<file path="src/rtl/emu_ctrl_gen.sv">
// emu_ctrl_gen: emulator run-control block.
// A small HOLD/IDLE/RUN FSM generates the reset and run controls for an emulated
// design, and N_CH decimation channels emit one-cycle strobes while running.
// A host configures the block through a single-beat write port.
//
// Config handshake: a write takes effect on a rising edge where
// cfg_valid && cfg_ready. cfg_ready depends only on the FSM state: high in
// IDLE and RUN, low in HOLD. It never depends on cfg_valid. The host holds
// cfg_valid, cfg_addr and cfg_data stable until it sees cfg_ready.
// The FSM state is visible on the outputs: HOLD = emu_rst, RUN = emu_run,
// IDLE = neither.
module emu_ctrl_gen #(
  parameter int N_CH         = 2,
  parameter int DEC_BITS     = 16,
  parameter int RST_CYCLES   = 8,
  parameter int DEC_THR_INIT = 0
) (
  input  logic                     emu_clk,
  input  logic                     emu_rst_n,
  input  logic                     cfg_valid,
  output logic                     cfg_ready,
  input  logic [3:0]               cfg_addr,
  input  logic [DEC_BITS-1:0]      cfg_data,
  output logic                     emu_rst,
  output logic                     emu_run,
  output logic [N_CH*DEC_BITS-1:0] emu_dec_thr,
  output logic [N_CH-1:0]          dec_stb
);

  localparam int HW = $clog2(RST_CYCLES + 1);
  localparam logic [DEC_BITS-1:0] THR_INIT = DEC_BITS'(DEC_THR_INIT);

  typedef enum logic [1:0] {
    ST_HOLD = 2'd0,
    ST_IDLE = 2'd1,
    ST_RUN  = 2'd2
  } state_t;

  state_t                           state_q, state_d;
  logic [HW-1:0]                    hold_cnt_q, hold_cnt_d;
  logic                             run_req_q, run_req_d;
  logic [N_CH-1:0][DEC_BITS-1:0]    thr_q, thr_d;
  logic [N_CH-1:0][DEC_BITS-1:0]    cnt_q, cnt_d;
  logic [N_CH-1:0]                  dec_stb_q, dec_stb_d;
  logic                             emu_rst_q, emu_rst_d;
  logic                             emu_run_q, emu_run_d;
  logic                             cfg_ready_q, cfg_ready_d;
  logic                             cfg_wr;

  assign cfg_ready   = cfg_ready_q;
  assign emu_rst     = emu_rst_q;
  assign emu_run     = emu_run_q;
  assign dec_stb     = dec_stb_q;
  assign emu_dec_thr = thr_q;

  // Next-state, counter, threshold and registered-output computation.
  always_comb begin
    state_d    = state_q;
    hold_cnt_d = hold_cnt_q;
    run_req_d  = run_req_q;
    thr_d      = thr_q;
    cnt_d      = cnt_q;
    cfg_wr     = cfg_valid && cfg_ready_q;

    case (state_q)
      ST_HOLD: begin
        cnt_d = '0;
        if (hold_cnt_q == HW'(RST_CYCLES - 1)) begin
          hold_cnt_d = '0;
          state_d    = run_req_q ? ST_RUN : ST_IDLE;
        end else begin
          hold_cnt_d = hold_cnt_q + HW'(1);
        end
      end
      ST_RUN: begin
        // A counter at or above its threshold strobes this cycle and restarts at
        // zero. That covers a threshold lowered under the running count.
        for (int k = 0; k < N_CH; k++) begin
          cnt_d[k] = (cnt_q[k] >= thr_q[k]) ? '0 : cnt_q[k] + DEC_BITS'(1);
        end
      end
      default: ;
    endcase

    if (cfg_wr) begin
      if (cfg_addr == 4'd0) begin
        run_req_d = cfg_data[1];
        if (cfg_data[0]) begin
          state_d    = ST_HOLD;
          hold_cnt_d = '0;
          cnt_d      = '0;
        end else begin
          state_d = cfg_data[1] ? ST_RUN : ST_IDLE;
        end
      end
      for (int k = 0; k < N_CH; k++) begin
        if (cfg_addr == 4'(k + 1)) thr_d[k] = cfg_data;
      end
    end

    // The strobe register holds the comparison for the counter value of the
    // coming cycle, so dec_stb lines up with the count it belongs to.
    for (int k = 0; k < N_CH; k++) begin
      dec_stb_d[k] = (state_d == ST_RUN) && (cnt_d[k] >= thr_d[k]);
    end
    emu_rst_d   = (state_d == ST_HOLD);
    emu_run_d   = (state_d == ST_RUN);
    cfg_ready_d = (state_d != ST_HOLD);
  end

  // State and output registers; the hardware reset forces HOLD at once.
  always_ff @(posedge emu_clk or negedge emu_rst_n) begin
    if (!emu_rst_n) begin
      state_q     <= ST_HOLD;
      hold_cnt_q  <= '0;
      run_req_q   <= 1'b0;
      thr_q       <= {N_CH{THR_INIT}};
      cnt_q       <= '0;
      dec_stb_q   <= '0;
      emu_rst_q   <= 1'b1;
      emu_run_q   <= 1'b0;
      cfg_ready_q <= 1'b0;
    end else begin
      state_q     <= state_d;
      hold_cnt_q  <= hold_cnt_d;
      run_req_q   <= run_req_d;
      thr_q       <= thr_d;
      cnt_q       <= cnt_d;
      dec_stb_q   <= dec_stb_d;
      emu_rst_q   <= emu_rst_d;
      emu_run_q   <= emu_run_d;
      cfg_ready_q <= cfg_ready_d;
    end
  end

endmodule

</file>
<file path="config.mk">
export PLATFORM = sky130hd
export DESIGN_NAME = emu_ctrl_gen
export DESIGN_NICKNAME = d
export VERILOG_FILES = /design/src/rtl/emu_ctrl_gen.sv
export SDC_FILE = /design/constraint.sdc
export NUM_CORES = 1
export LEC_CHECK = 0
export CAP_MARGIN = 30
export CORE_MARGIN = 2
export CORE_UTILIZATION = 45
export CTS_CLUSTER_DIAMETER = 50
export DETAILED_ROUTE_END_ITERATION = 8
export GPL_ROUTABILITY_DRIVEN = 0
export PLACE_DENSITY = 0.74
export SYNTH_ARGS = -nofsm -noshare
export SYNTH_HDL_FRONTEND = slang
export SYNTH_SLANG_ARGS = --single-unit
</file>
<file path="constraint.sdc">
create_clock -name emu_clk -period 3.9 [get_ports emu_clk]
set_clock_uncertainty 0.05 [all_clocks]
set_input_delay 0.39 -clock emu_clk [delete_from_list [all_inputs] [get_ports emu_clk]]
set_output_delay 0.39 -clock emu_clk [all_outputs]
set_load 0.05 [all_outputs]
</file>
After elaboration in Yosys (flattened, before gate mapping) --
Index checks and enable logic that the tools add are counted.
Cells by class: $add $sub $neg 3, multiply operators 0, div/mod/pow operators 0, magnitude comparators 4, equal/unequal tests 5, shift-type cells 0, multiplexer cells 21, bitwise gates (word level) 0, reductions and logical operators 8
Operators with widths (number):
- two-way mux 32 bit | 4
- >= comparator 16 bit | 4
- two-way mux 16 bit | 4
- case mux 32 bit (2 select lines) | 1
- adder 16 x 1 -> 16 bit (second input constant) | 2
- two-way mux 4 bit | 5
- two-way mux 2 bit | 7
- adder 4 x 1 -> 4 bit (second input constant) | 1
- == test 2 bit (second input constant) | 2
- == test 4 x 1 -> 1 bit (second input constant) | 1
- == test 4 x 2 -> 1 bit (second input constant) | 1
- == test 4 x 3 -> 1 bit (second input constant) | 1
- zero test 2 bit | 2
- zero test 4 bit | 1
- logical AND 1 bit | 3
- AND reduction 2 bit | 1
- nonzero test 2 bit | 1
Word-level totals: flip-flop bits (word level) 76, latch bits 0, memory bits (writable) 0, memory bits (read-only) 0, input port bits 23, output and inout bits 37, word-level logic and storage cells 52, memories 0

Logic depth before layout (Yosys ltp) --
Gate-level depths: netlist (run 1).
depth after elaboration 8, mapped depth 17, mapped depth without buffers 15

Worst setup path before layout (run 1) --
No wires, ideal clock.
kind reg-to-reg, start register thr_q, in the netlist emu_dec_thr[18], end register dec_stb_q[1], in the netlist dec_stb[1], library setup time 0.130 ns, arrival time 3.305 ns, data required time 3.720 ns, setup slack 0.415 ns, stages on the path, launching flop included 18, path buffers 2, period minus slack after synthesis 3.485 ns, path through dfrtp_1 inv_1 ha_1 a21o_1 a31oi_1 o21ai_0 a211oi_1 buf_2 buf_2 nand2_1 a31oi_1 ha_1 a21oi_1 nor2_1 a2111oi_0 o21ai_0 o211ai_1 a21oi_1
RTL lines:
- start: declaration | RTL line 42 | logic [N_CH-1:0][DEC_BITS-1:0] thr_q, thr_d;
- start signal: assignment | RTL line 117 | thr_q <= {N_CH{THR_INIT}};
- start signal: assignment | RTL line 127 | thr_q <= thr_d;
- end signal: assignment | RTL line 129 | dec_stb_q <= dec_stb_d;
- end: declaration | RTL line 44 | logic [N_CH-1:0] dec_stb_q, dec_stb_d;

==> results of run 1 <==
power groups by stage:
stage	combinational, mW	sequential (mW)	clock [mW]
2_1_floorplan	0.922	1.61	0
3_3_place_gp	1.91	1.19	0
3_5_place_dp	1.96	1.20	0
4_1_cts	1.97	1.18	0.688
5_1_grt	2.18	1.22	0.721
6_report	1.99	1.18	0.676
layout make-up:
type	instances	area [sq um]
clock buffers	11	141
clock inverters	5	75.1
fillers	958	4810
inverters	75	282
multi-input cells	373	2800
flip-flops and latches	76	1900
well taps	140	175
repair buffers	69	698
final timing paths:
kind / startpoint / to / slack [ps] / cells after the start
max reg2reg: cnt_q[0]$_DFF_PN0_ / dec_stb[0]$_DFF_PN0_ / 250 / 13
min in group emu_clk: cnt_q[31]$_DFF_PN0_ / cnt_q[31]$_DFF_PN0_ / 500 / 1
max in group asynchronous: emu_rst_n / emu_rst$_DFF_PN1_ / 2900 / 3
min: emu_rst_n / cfg_ready$_DFF_PN0_ / 330 / 2
max: cnt_q[0]$_DFF_PN0_ / dec_stb[0]$_DFF_PN0_ / 250 / 13
min reg2reg: cnt_q[31]$_DFF_PN0_ / cnt_q[31]$_DFF_PN0_ / 500 / 1
per-stage QoR:
stage	instances	total power, mW	utilization (%)	setup slack, ps	hold slack, ps
global placement	730	3.10	53.3	275	467
detailed placement	730	3.16	53.3	163	486
floorplan	538	2.53	-	415	44.4
finish	749	3.85	55.8	253	332
CTS	746	3.84	55.3	111	160
global route	749	4.11	55.8	16.9	336
kinds of logic (layout without fill, tap and decap cells):
| group | after synthesis | in the layout | share of synthesized area (%) |
|---|---|---|---|
| and+or+nand+nor | 144 | 144 | 15.1 |
| xor gates and xnor gates | 1 | 1 | 0.174 |
| DFF | 76 | 76 | 37.8 |
| muxes | 34 | 34 | 6.98 |
| AOI/OAI and AO/OA | 126 | 127 | 16.2 |
| adders and majority gates | 67 | 67 | 16.6 |
| buffers and inverters | 90 | 160 | 7.18 |
routing by layer:
layer	part of all wire (%)	GRT usage, %	up-vias
li1	-	-	2073
met1	41	26.8	2053
met2	52	37.1	135
met3	4.2	4.15	31
met4	2.8	10.0	0
met5	0	0	-
sequential cells by signal (all words and copies together) (netlist names):
signal	flops
cnt_q	32
cfg_ready	1
hold_cnt_q	4
emu_dec_thr	32
emu_rst	1
state_q	2
dec_stb	2
run_req_q	1
emu_run	1
cells in the final DEF, fill, tap and decap left out, types with 6 or more instances in the layout:
cell type and n:
inv_1 75, dfrtp_1 75, ha_1 67, clkdlybuf4s50_1 58, nand2_1 38, a31oi_1 36
nor2_1 32, a21oi_1 27, mux2i_1 25, o21ai_0 19, nand3_1 15, nand4_1 13
and3_1 12, clkbuf_8 10, mux2_2 9, buf_4 8, nand2b_1 7, a21o_1 6
nor3_1 6
repair_timing:
item | in CTS | in global routing
setup buffers | 0 | 0
resized for setup | 0 | 1
endpoints found under the setup margin | 0 | 1
hold buffers | 0 | 1
endpoints found under the hold margin | 0 | 5
==> results.sh, run 1 <==
export IMPL_status="finished clean"
export IMPL_synth_top_cell_area_share_pct=37.3
export IMPL_netlist_instances=538
export IMPL_ys_warnings_count=0
export IMPL_die_w_um=110
export IMPL_critPathSlowestCell="a21oi_2"
export IMPL_worstSetupEndpointType="flop"
export IMPL_maxSlewViolCount=0
export IMPL_rows=38
export IMPL_cts_htree_levels=3
export IMPL_cts_buffer_depth=2
export IMPL_area_growth_pct=20.6
export IMPL_timing_critical_path_buf_inv=1
export IMPL_start_kind="flop"
export IMPL_path_cells="inv_1 > ha_1 > nand2b_4 > a2111oi_2 > o311ai_2 > a21oi_2 > a21o_1 > a22o_1 > ha_1 > nand4_1 > o41ai_1 > o41ai_1 > a21oi_1"
export IMPL_arrival_ps=3900
export IMPL_die_h_um=110
export IMPL_clkPwrFrac_pct=17.5
export IMPL_die_area_sq_um=12100
export IMPL_ios=60
export IMPL_antenna_found_initial=0
export IMPL_core_area_sq_um=10900
export IMPL_hpwl_um=9570
export IMPL_routed_wl_um=12800
export IMPL_post_route_period_util_pct=93.5
export IMPL_drc=0
export IMPL_worst_path_max_fanout=14
export IMPL_dominantRegCellSynth="dfrtp_1"
export IMPL_share_comb_of_total_power_pct=51.8
export IMPL_syn_avg_cell_area_sq_um=9.36
export IMPL_dr_total_vias=4292
export IMPL_finalHoldViolations=0
export IMPL_grt_pass1_vias=4160
export IMPL_ys_seq_area_share_pct=37.8
export IMPL_power_leakage_nw=3.09
export IMPL_start_util_pct=46.3
export IMPL_p_int_mw=2.09
export IMPL_cts_tree="yes"
export IMPL_cts_root_buf="clkbuf_8"
export IMPL_path_clk_slew_ps=90
export IMPL_drt_pass1_iterations=6
export IMPL_worst_ep_required_time_ps=4150
export IMPL_min_period_ps=3650
export IMPL_max_stage_delay_ps=590
export IMPL_cts_buffers=9
export IMPL_syn_num_nets=628
export IMPL_ys_types=51
export IMPL_drv_cap=0
export IMPL_place_area_sq_um=5810
export IMPL_n_antenna_cell=0
export IMPL_synth_area_sq_um=5040
export IMPL_finalNetCount=694
export IMPL_yosys_area_top_type="dfrtp_1"
export IMPL_vias_per_cell=5.73
export IMPL_clkLatencyLatePin_ps=370
export IMPL_post_route_cell_area_sq_um=6080
export IMPL_fmax_mhz=274
export IMPL_setup_viol=0
export IMPL_drt_iter0_drc=226
export IMPL_relSlewSlack_pct=57.1
export IMPL_worstMarginPinSlew_ps=644
export IMPL_hold_path_class="input pin to async pin"
export IMPL_drt_wirelength_per_cell_um=17.0
export IMPL_io_buffers=59
export IMPL_power_density_nw_per_um2=634
export IMPL_finalSetupTns_ps=0
export IMPL_grt_max_degree=77
export IMPL_drive_above_1_share_pct=8.05
export IMPL_synth_common_cells="75 x dfrtp_1, 75 x inv_1, 67 x ha_1, 38 x nand2_1, 36 x a31oi_1"
export IMPL_yosys_register_bits=76
export IMPL_synth_area_leaders="dfrtp_1 37%, ha_1 17%, inv_1 5.6%"
export IMPL_seqPwrFrac_pct=30.7
export IMPL_antenna_left=0
export IMPL_grt_usage_pct=21.9
export IMPL_overflow=0
export IMPL_power_switching_mw=1.76
export IMPL_synthArstFlopShare_pct=100
export IMPL_cts_sinks=76
export IMPL_synth_edff_count=0
export IMPL_switching_share_pct=45.6
export IMPL_rsz0062_at_grt="no"
export IMPL_grt_pass1_wl_um=20100
export IMPL_path_class="flop to flop"
export IMPL_vdd_ir_drop_max_mv=0.335
export IMPL_crit_family="compound AO/OA/AOI/OAI gates"
Power figures use the tool's default switching activity.
==> run 2, diff against run 1 <==
==> constraint.sdc (replaced) <==
create_clock -name emu_clk -period 3.94 [get_ports emu_clk]
set_clock_uncertainty 0.05 [all_clocks]
set_input_delay 0.394 -clock emu_clk [delete_from_list [all_inputs] [get_ports emu_clk]]
set_output_delay 0.394 -clock emu_clk [all_outputs]
set_load 0.05 [all_outputs]
==> run 2 against run 1 <==
  * Core utilization down 0.34 points
  * Global-route usage up 0.56 points
  * Hold slack worse by 10 ps
  * Die area unchanged
  * Critical endpoint unchanged
==> results.sh, run 2 (synthesis results as in run 1) <==
export IMPL_max_stage_delay_ps=670
export IMPL_critPathSlowestCell="o311ai_1"
export IMPL_finalSetupTns_ps=0
export IMPL_cts_root_buf="clkbuf_8"
export IMPL_vdd_ir_drop_max_mv=0.303
export IMPL_relSlewSlack_pct=50.3
export IMPL_rows=38
export IMPL_grt_use_met2_pct=40.1
export IMPL_die_area_sq_um=12100
export IMPL_antenna_left=0
export IMPL_finalHoldViolations=0
export IMPL_power_mw=3.74
export IMPL_antenna_found_initial=0
export IMPL_most_common_layout_cells="75 x inv_1, 75 x dfrtp_1, 67 x ha_1"
export IMPL_status="finished clean"
export IMPL_startpoint="cnt_q[5]$_DFF_PN0_"
export IMPL_n_antenna_cell=0
export IMPL_power_leakage_nw=3.06
export IMPL_power_density_nw_per_um2=620
export IMPL_clkLatencyLatePin_ps=360
export IMPL_instances_no_fill=750
export IMPL_routed_wl_um=12900
export IMPL_cts_tree="yes"
export IMPL_start_util_pct=46.3
export IMPL_area_growth_pct=19.9
export IMPL_dp_slack_ps=122
export IMPL_fin_util_pct=55.5
export IMPL_die_h_um=110
export IMPL_timing_critical_path_buf_inv=1
export IMPL_rsz0062_at_grt="no"
export IMPL_fin_ws_ps=120
export IMPL_grt_pass1_vias=4302
export IMPL_post_route_cell_area_sq_um=6040
export IMPL_grt_max_degree=77
export IMPL_timing_hold_ws_ps=322
export IMPL_min_period_ps=3820
export IMPL_cts_sinks=76
export IMPL_rr_worst_depth=12
export IMPL_cp_depth=12
export IMPL_drt_wirelength_per_cell_um=17.2
export IMPL_drt_pass1_iterations=4
export IMPL_placed_cells=730
export IMPL_hold_path_class="input pin to async pin"
export IMPL_start_kind="flop"
export IMPL_path_clk_slew_ps=80
export IMPL_maxSlewViolCount=0
export IMPL_drt_iter0_drc=215
export IMPL_cts_buffer_depth=2
export IMPL_path_class="flop to flop"
export IMPL_setup_viol=0
export IMPL_finalNetCount=695
export IMPL_worstMarginPinSlew_ps=734
export IMPL_io_buffers=59
export IMPL_dr_total_vias=4284
export IMPL_grt_busiest_layer="met2"
export IMPL_grt_usage_pct=22.4
export IMPL_cts_buffers=9
export IMPL_worstSetupEndpointType="flop"
export IMPL_place_area_sq_um=5810
export IMPL_cts_htree_levels=3
export IMPL_fmax_mhz=262
export IMPL_r2r_start="cnt_q[5]$_DFF_PN0_"
export IMPL_hpwl_um=9890
export IMPL_met1_usage_pct=26.4
export IMPL_post_route_period_util_pct=97.0
export IMPL_core_area_sq_um=10900
export IMPL_worst_path_max_fanout=12
export IMPL_worst_ep_required_time_ps=4170
export IMPL_drv_cap=0
export IMPL_overflow=0
export IMPL_vias_per_cell=5.71
export IMPL_die_w_um=110
export IMPL_grt_met3_usage_pct=4.03
export IMPL_drive_above_1_share_pct=7.38
export IMPL_arrival_ps=4050
export IMPL_drc=0
export IMPL_grt_pass1_wl_um=20700
export IMPL_path_cells="ha_1 > nand4_1 > o311ai_1 > a21oi_4 > buf_4 > a41oi_1 > a31oi_1 > ha_1 > nand4_1 > o41ai_1 > o41ai_1 > a21oi_1"
export IMPL_crit_family="compound AO/OA/AOI/OAI gates"
export IMPL_ios=60
==> run 2: what timing repair did <==
| action | CTS | global route |
|---|---|---|
| hold endpoints to repair | 0 | 3 |
| setup endpoints to repair | 0 | 2 |
| hold buffers | 0 | 1 |
| resized for setup | 0 | 1 |
| buffers inserted | 0 | 1 |
==> run 2: final cells by class <==
class                           count  area (sq um)
Timing Repair Buffer               70           706
Sequential cell                    76          1900
Clock inverter                      2          35.0
Clock buffer                       14           143
Inverter                           75           282
Tap cell                          140           175
Multi-Input combinational cell    373          2800
Fill cell                         955          4850
==> run 2: final timing paths <==
| kind | to | slack, ps |
|---|---|---|
| max in group asynchronous | emu_rst$_DFF_PN1_ | 2950 |
| setup reg to reg | dec_stb[0]$_DFF_PN0_ | 120 |
| setup / recovery | dec_stb[0]$_DFF_PN0_ | 120 |
| hold reg to reg | hold_cnt_q[3]$_DFF_PN0_ | 500 |
| hold / removal | emu_dec_thr[19]$_DFF_PN0_ | 320 |
| min in group emu_clk | hold_cnt_q[3]$_DFF_PN0_ | 500 |
==> run 2: where the power goes <==
group | internal (mW) | leakage (nW) | switching (mW) | total, mW
logic | 0.732 | 1.99 | 1.25 | 1.98
registers | 0.977 | 0.982 | 0.197 | 1.17
clock network | 0.294 | 0.0887 | 0.292 | 0.585
==> run 2: routing by layer <==
metal / share of wire [%] / up-vias
met5: 0 / -
met4: 2.2 / 0
met3: 3.6 / 20
met2: 53 / 108
met1: 42 / 2092
li1: - / 2064
